### src/rtl/regfile_scoreboard_if.sv
// Register file / scoreboard bus: read ports, issue handshake and write-back.
interface regfile_scoreboard_if;
  logic [5:0]  ra1;
  logic [5:0]  ra2;
  logic        hilo_sel;
  logic [31:0] rd1;
  logic [31:0] rd2;
  logic        issue_valid;
  logic [5:0]  issue_wa;
  logic        stall;
  logic        wb_valid;
  logic [5:0]  wb_wa;
  logic [31:0] wb_data;
  logic [31:0] wb_data_hi;
  logic        wb_err;

  // Pipeline side: drives addresses, issue requests and write-backs
  modport master (
    output ra1, ra2, hilo_sel, issue_valid, issue_wa,
           wb_valid, wb_wa, wb_data, wb_data_hi,
    input  rd1, rd2, stall, wb_err
  );

  // Register file side
  modport slave (
    input  ra1, ra2, hilo_sel, issue_valid, issue_wa,
           wb_valid, wb_wa, wb_data, wb_data_hi,
    output rd1, rd2, stall, wb_err
  );
endinterface

### src/rtl/regfile_scoreboard.sv
// Register file (GPR 1..31 plus HI/LO at address 33) with a per-register
// pending-write scoreboard that stalls issue on RAW hazards and on a full
// destination counter. Reads are combinational with write-through bypass.
module regfile_scoreboard #(
  parameter int MAX_PEND = 3
) (
  input  logic          clk,
  input  logic          rst_n,
  regfile_scoreboard_if.slave bus
);

  localparam int CW = (MAX_PEND < 2) ? 1 : $clog2(MAX_PEND + 1);
  localparam logic [CW-1:0] CNT_MAX  = CW'(MAX_PEND);
  localparam logic [CW-1:0] CNT_ONE  = CW'(1);
  localparam logic [CW-1:0] CNT_ZERO = '0;
  localparam logic [5:0]    HILO_ADDR = 6'd33;

  // Tracked addresses: 1..31 and 33. Everything else reads 0 and is ignored.
  function automatic logic is_tracked(input logic [5:0] a);
    return ((a != 6'd0) && (a < 6'd32)) || (a == HILO_ADDR);
  endfunction

  // Counter slot: GPRs use their own index, HI/LO reuses the unused slot 0.
  function automatic logic [4:0] slot_of(input logic [5:0] a);
    return (a == HILO_ADDR) ? 5'd0 : a[4:0];
  endfunction

  // Architectural state
  logic [31:0]   gpr_q [0:31];
  logic [31:0]   hi_q;
  logic [31:0]   lo_q;
  logic [CW-1:0] cnt_q [0:31];
  logic [CW-1:0] cnt_d [0:31];
  logic          wb_err_q;
  logic          wb_err_d;

  // Decoded write-back and issue information
  logic          wb_trk;
  logic [4:0]    wb_slot;
  logic [CW-1:0] wb_cnt;
  logic          iss_trk;
  logic [4:0]    iss_slot;
  logic [CW-1:0] iss_cnt;
  logic          wb_to_iss;
  logic          dest_full;
  logic          accept;

  assign wb_trk    = bus.wb_valid && is_tracked(bus.wb_wa);
  assign wb_slot   = slot_of(bus.wb_wa);
  assign wb_cnt    = cnt_q[wb_slot];
  assign iss_trk   = is_tracked(bus.issue_wa);
  assign iss_slot  = slot_of(bus.issue_wa);
  assign iss_cnt   = cnt_q[iss_slot];
  assign wb_to_iss = bus.wb_valid && (bus.wb_wa == bus.issue_wa);

  // A source is pending unless its last outstanding write retires this cycle
  logic [CW-1:0] c1;
  logic [CW-1:0] c2;
  logic          pend1;
  logic          pend2;

  assign c1    = cnt_q[slot_of(bus.ra1)];
  assign c2    = cnt_q[slot_of(bus.ra2)];
  assign pend1 = is_tracked(bus.ra1) && (c1 != CNT_ZERO) &&
                 !(bus.wb_valid && (bus.wb_wa == bus.ra1) && (c1 == CNT_ONE));
  assign pend2 = is_tracked(bus.ra2) && (c2 != CNT_ZERO) &&
                 !(bus.wb_valid && (bus.wb_wa == bus.ra2) && (c2 == CNT_ONE));

  // A full destination counter only blocks if no write-back frees a slot now
  assign dest_full = iss_trk && (iss_cnt == CNT_MAX) && !wb_to_iss;

  logic stall_c;
  assign stall_c   = bus.issue_valid && (pend1 || pend2 || dest_full);
  assign accept    = bus.issue_valid && !stall_c && iss_trk;
  assign bus.stall = stall_c;

  // Write-back to an address with nothing outstanding is flagged until reset
  assign wb_err_d   = wb_err_q || (wb_trk && (wb_cnt == CNT_ZERO));
  assign bus.wb_err = wb_err_q;

  // Read port 1: register/HI/LO mux with same-cycle write-through bypass
  logic [31:0] rd1_c;
  always_comb begin
    rd1_c = '0;
    if (bus.ra1 == HILO_ADDR)
      rd1_c = bus.hilo_sel ? hi_q : lo_q;
    else if (is_tracked(bus.ra1))
      rd1_c = gpr_q[bus.ra1[4:0]];
    if (wb_trk && (bus.wb_wa == bus.ra1))
      rd1_c = ((bus.ra1 == HILO_ADDR) && bus.hilo_sel) ? bus.wb_data_hi : bus.wb_data;
  end

  // Read port 2: identical mux for the second source operand
  logic [31:0] rd2_c;
  always_comb begin
    rd2_c = '0;
    if (bus.ra2 == HILO_ADDR)
      rd2_c = bus.hilo_sel ? hi_q : lo_q;
    else if (is_tracked(bus.ra2))
      rd2_c = gpr_q[bus.ra2[4:0]];
    if (wb_trk && (bus.wb_wa == bus.ra2))
      rd2_c = ((bus.ra2 == HILO_ADDR) && bus.hilo_sel) ? bus.wb_data_hi : bus.wb_data;
  end

  assign bus.rd1 = rd1_c;
  assign bus.rd2 = rd2_c;

  // Per-register storage and pending counters
  generate
    for (genvar gi = 0; gi < 32; gi++) begin : g_reg
      logic inc;
      logic dec;
      logic we;

      // Slot 0 is never a GPR write target because address 0 is untracked
      assign we  = wb_trk && (bus.wb_wa == 6'(gi));
      assign inc = accept && (iss_slot == 5'(gi));
      assign dec = wb_trk && (wb_slot == 5'(gi)) && (cnt_q[gi] != CNT_ZERO);
      // Issue and retire on the same slot cancel out
      assign cnt_d[gi] = cnt_q[gi] + CW'(inc) - CW'(dec);

      // GPR data register
      always_ff @(posedge clk or negedge rst_n) begin
        if (!rst_n)  gpr_q[gi] <= '0;
        else if (we) gpr_q[gi] <= bus.wb_data;
      end

      // Outstanding-write counter
      always_ff @(posedge clk or negedge rst_n) begin
        if (!rst_n) cnt_q[gi] <= '0;
        else        cnt_q[gi] <= cnt_d[gi];
      end
    end
  endgenerate

  // HI/LO pair written together by a single write-back to address 33
  always_ff @(posedge clk or negedge rst_n) begin
    if (!rst_n) begin
      hi_q <= '0;
      lo_q <= '0;
    end else if (wb_trk && (bus.wb_wa == HILO_ADDR)) begin
      hi_q <= bus.wb_data_hi;
      lo_q <= bus.wb_data;
    end
  end

  // Sticky write-back error flag
  always_ff @(posedge clk or negedge rst_n) begin
    if (!rst_n) wb_err_q <= 1'b0;
    else        wb_err_q <= wb_err_d;
  end

endmodule

### src/flat_wrapper.sv
// flat-port wrapper written by rule: the top's interface ports become plain ports
module regfile_scoreboard_flat 
#(
  parameter int MAX_PEND = 3
)
  (clk, rst_n, bus_ra1, bus_ra2, bus_hilo_sel, bus_issue_valid, bus_issue_wa, bus_wb_valid, bus_wb_wa, bus_wb_data, bus_wb_data_hi, bus_rd1, bus_rd2, bus_stall, bus_wb_err);
  regfile_scoreboard_if bus_i ();
  input  logic clk;
  input  logic rst_n;
  input wire logic [$bits(bus_i.ra1)-1:0] bus_ra1;
  input wire logic [$bits(bus_i.ra2)-1:0] bus_ra2;
  input wire logic [$bits(bus_i.hilo_sel)-1:0] bus_hilo_sel;
  input wire logic [$bits(bus_i.issue_valid)-1:0] bus_issue_valid;
  input wire logic [$bits(bus_i.issue_wa)-1:0] bus_issue_wa;
  input wire logic [$bits(bus_i.wb_valid)-1:0] bus_wb_valid;
  input wire logic [$bits(bus_i.wb_wa)-1:0] bus_wb_wa;
  input wire logic [$bits(bus_i.wb_data)-1:0] bus_wb_data;
  input wire logic [$bits(bus_i.wb_data_hi)-1:0] bus_wb_data_hi;
  output wire logic [$bits(bus_i.rd1)-1:0] bus_rd1;
  output wire logic [$bits(bus_i.rd2)-1:0] bus_rd2;
  output wire logic [$bits(bus_i.stall)-1:0] bus_stall;
  output wire logic [$bits(bus_i.wb_err)-1:0] bus_wb_err;
  assign bus_i.ra1 = bus_ra1;
  assign bus_i.ra2 = bus_ra2;
  assign bus_i.hilo_sel = bus_hilo_sel;
  assign bus_i.issue_valid = bus_issue_valid;
  assign bus_i.issue_wa = bus_issue_wa;
  assign bus_i.wb_valid = bus_wb_valid;
  assign bus_i.wb_wa = bus_wb_wa;
  assign bus_i.wb_data = bus_wb_data;
  assign bus_i.wb_data_hi = bus_wb_data_hi;
  assign bus_rd1 = bus_i.rd1;
  assign bus_rd2 = bus_i.rd2;
  assign bus_stall = bus_i.stall;
  assign bus_wb_err = bus_i.wb_err;
  regfile_scoreboard #(.MAX_PEND(MAX_PEND)) u_core (.clk(clk), .rst_n(rst_n), .bus(bus_i));
endmodule
### config.mk
export PLATFORM = sky130hd
export DESIGN_NAME = regfile_scoreboard_flat
export DESIGN_NICKNAME = d
export VERILOG_FILES = /design/src/rtl/regfile_scoreboard_if.sv /design/src/rtl/regfile_scoreboard.sv /design/src/flat_wrapper.sv
export SDC_FILE = /design/constraint.sdc
export NUM_CORES = 2
export LEC_CHECK = 0
export CAP_MARGIN = 15
export CORE_ASPECT_RATIO = 0.7
export CORE_MARGIN = 8
export CORE_UTILIZATION = 63
export DETAILED_ROUTE_END_ITERATION = 8
export GPL_TIMING_DRIVEN = 1
export PLACE_DENSITY = 0.89
export SETUP_SLACK_MARGIN = 0.4
export SYNTH_ARGS = -nofsm -noshare
export SYNTH_HDL_FRONTEND = slang
export SYNTH_SLANG_ARGS = --single-unit
### constraint.sdc
create_clock -name clk -period 8.8 [get_ports clk]
set_input_delay 2.64 -clock clk [delete_from_list [all_inputs] [get_ports clk]]
set_output_delay 2.64 -clock clk [all_outputs]
set_load 0.02 [all_outputs]
==> results.md <==
* GRT Util Overall at 0.345
* Num Clock Sinks at 1,153
* Dominant cells by area after synthesis: dfrtp_1, mux4_2, mux2_2
* Number of global-route vias before repair at 45,839
* Worst-case clock buffer depth at 3
* Yosys top cell area share at 0.446
* Initial antenna violation count at 4
* Dpl hpwl at roughly 120,000 um
* Final min period at 8.39 ns
* Final wirelength at 197,000 um
* Critical Path RT at about 6 ns
* Share of layout cells above drive strength 1 at 0.478
* Max_cap viols at 0
* Final GP Congestion at 1.01
* H-tree levels at 3
* Worst Setup End Kind: output pin
* 1st-pass router iterations at 8
* Main synth FF type: dfrtp_1
* DRC Markers at 0
* Die ar. at 113,000 sq um
* Worst skew pair latency at 0.73 ns
* Initial DRC count at 5,699
* Placement Setup Slack at 0.0199 ns
* First-pass GRT wire length at 296,000 um
* Pin count of the biggest net entering global routing at 183
* Number of cell rows at 98
* Worst path arrival time at between 5 and 6 ns
* Asr flop ratio synth at 1.00
* Status: finished clean
* Clock Skews at 0.0191 ns
* Hold WS at 0.399 ns
* Port Buffers at between 150 and 200
* Num ports at 159
* Startpoint Class: input port
* Hold Path Class: register to register
* Final hold vios at 0
* Average vias per placed instance at about 7.5
* Area leader, netlist: dfrtp_1
* Avg WL per Cell at between 30 and 40 um
* Mean post-synth cell area at 14.6 sq um
* CP max FO at 34
* Final-stage net count at ~4,600
* PwrDens at 207 nW/um^2
* Setup WS post-layout at 0.413 ns
* Post-synth EDFFs at 0
* Slew Limit Fails at 0
* Die Ht at 284 um
* Via count at 43,781
* Core area at 102,000 sq um
* Mapped Area at 64,600 sq um
* Endpoints failing setup at 0
* Synthesized Nets at 4,575
* Clk slew on worst S/H paths at ~0.060 ns
* CP Class: input port to output pin
* VDD IR max at 0.175 mV
* Slew HR at 0.143
* Synth Register Bits at 1,153
* Cell variety after synth at 75
* Commonest non-fill, non-tap cells in the layout: dfrtp_1, mux2_2, mux4_2
* Final Power at 14.9 mW
* Leak at about 32 nW
* Area Overhead vs Synth at 11.4%
* Warnings, synthesis at 0
* CTS tree: done
* Setup TNS at 0 ns
* Post-route ant nets at 0
* Die Wd at 399 um
* Starting Density at 0.634
* FMAX at between 100 and 150 MHz
* Post-route clock period utilization at 0.953
* Unrepaired setup endpoints after global routing: true
* Total gr overflow at 0
* Seq/Total Area, Yosys at 0.446
* Cts bufs inserted at 108
* Post-Syn Instances at 4,418
* Most common cell after layout, fill and taps aside: dfrtp_1
* CTS Root Buffer Type: clkbuf_16
* Worst-Margin Slew at roughly 1.3 ns
-- power by group --
group | internal [mW] | leakage, nW | switching [mW] | total (mW)
sequential | 6.09 | 15.2 | 0.837 | 6.92
clock | 2.72 | 1.76 | 2.14 | 4.86
combinational | 1.73 | 15.0 | 1.35 | 3.08
total | 10.5 | 32.0 | 4.32 | 14.9
-- cells in the mapped netlist (29+ instances only) --
cell,count
mux2_2,1015
mux2_4,49
xnor2_1,80
mux2i_1,143
nand2_1,124
dfrtp_1,1153
o22ai_1,66
a31oi_1,42
ha_1,64
inv_1,76
a21oi_1,54
buf_1,83
nor2_1,135
nor3_1,47
clkbuf_1,361
nor4_1,29
mux4_2,652
-- registers in the layout (all words and copies together) (netlist names) --
name               flops
u_core.bus.wb_err      1
u_core.cnt_q          64
u_core.gpr_q        1024
u_core.hi_q           32
u_core.lo_q           32
-- layer usage --
layer,track usage,part of all wire
met5,0,0.00037
met4,0.156,0.049
met3,0.121,0.13
met2,0.500,0.45
met1,0.474,0.37
-- worst paths after layout --
| check | start | end | slack, ns | cells after the start |
|---|---|---|---|---|
| worst max-delay path | bus_ra1[4] | bus_rd1[22] | 0.41 | 9 |
| worst min-delay path | u_core.gpr_q[1010] | u_core.gpr_q[1010] | 0.40 | 0 |
| worst max register to register | u_core.cnt_q[0] | u_core.cnt_q[31] | 4.60 | 12 |
| worst min register to register | u_core.gpr_q[1010] | u_core.gpr_q[1010] | 0.40 | 0 |
| max in group asynchronous | rst_n | u_core.gpr_q[487] | 5.23 | 2 |
| min in group asynchronous | rst_n | u_core.gpr_q[857] | 1.97 | 1 |
-- worst max-delay path: stages --
cell and delay, ns:
buf_4 0.15, buf_4 0.66, buf_6 0.47, mux4_2 0.42
mux2i_1 0.43, o22ai_1 0.15, nor2_1 0.12, a31oi_1 0.06
clkdlybuf4s50_1 0.55
-- stage by stage --
| stage | std cells | instance area (sq um) | utilization |
|---|---|---|---|
| detailed placement | 5638 | 68200 | 0.669 |
| global route | 5833 | 72000 | 0.706 |
| floorplan | 4418 | 64600 | - |
| finish | 5835 | 72000 | 0.706 |
| CTS | 5827 | 71800 | 0.705 |
| global placement | 5638 | 68200 | 0.669 |
-- kinds of logic after synthesis --
logic type	count (synthesis)	share of synthesized area
AO/OA/AOI/OAI	276	0.0280
XOR/XNOR	82	0.0111
adder cells (fa/ha/maj)	64	0.0124
buffers and inverters	556	0.0336
flip-flops	1153	0.446
multiplexers	1859	0.437
AND/OR/NAND/NOR	428	0.0310
-- final cells by class --
| cell class | count | area [sq um] |
|---|---|---|
| inverter | 77 | 289 |
| clock buffer | 148 | 3020 |
| timing repair buffer | 355 | 3700 |
| sequential | 1153 | 28900 |
| fill | 6090 | 29900 |
| multi-input combinational | 2709 | 33900 |
| tap | 1350 | 1690 |
| antenna | 2 | 5.00 |
| clock inverter | 41 | 556 |
-- what timing repair did --
item / CTS / global route
buffers inserted: 0 / 1
hold endpoints to repair: 0 / 0
hold buffers: 0 / 0
resized for setup: 7 / 15
endpoints found under the setup margin: 3 / 47
cloned: 0 / 2
pin swaps: 2 / 1
(Power assumes the default switching activity.)
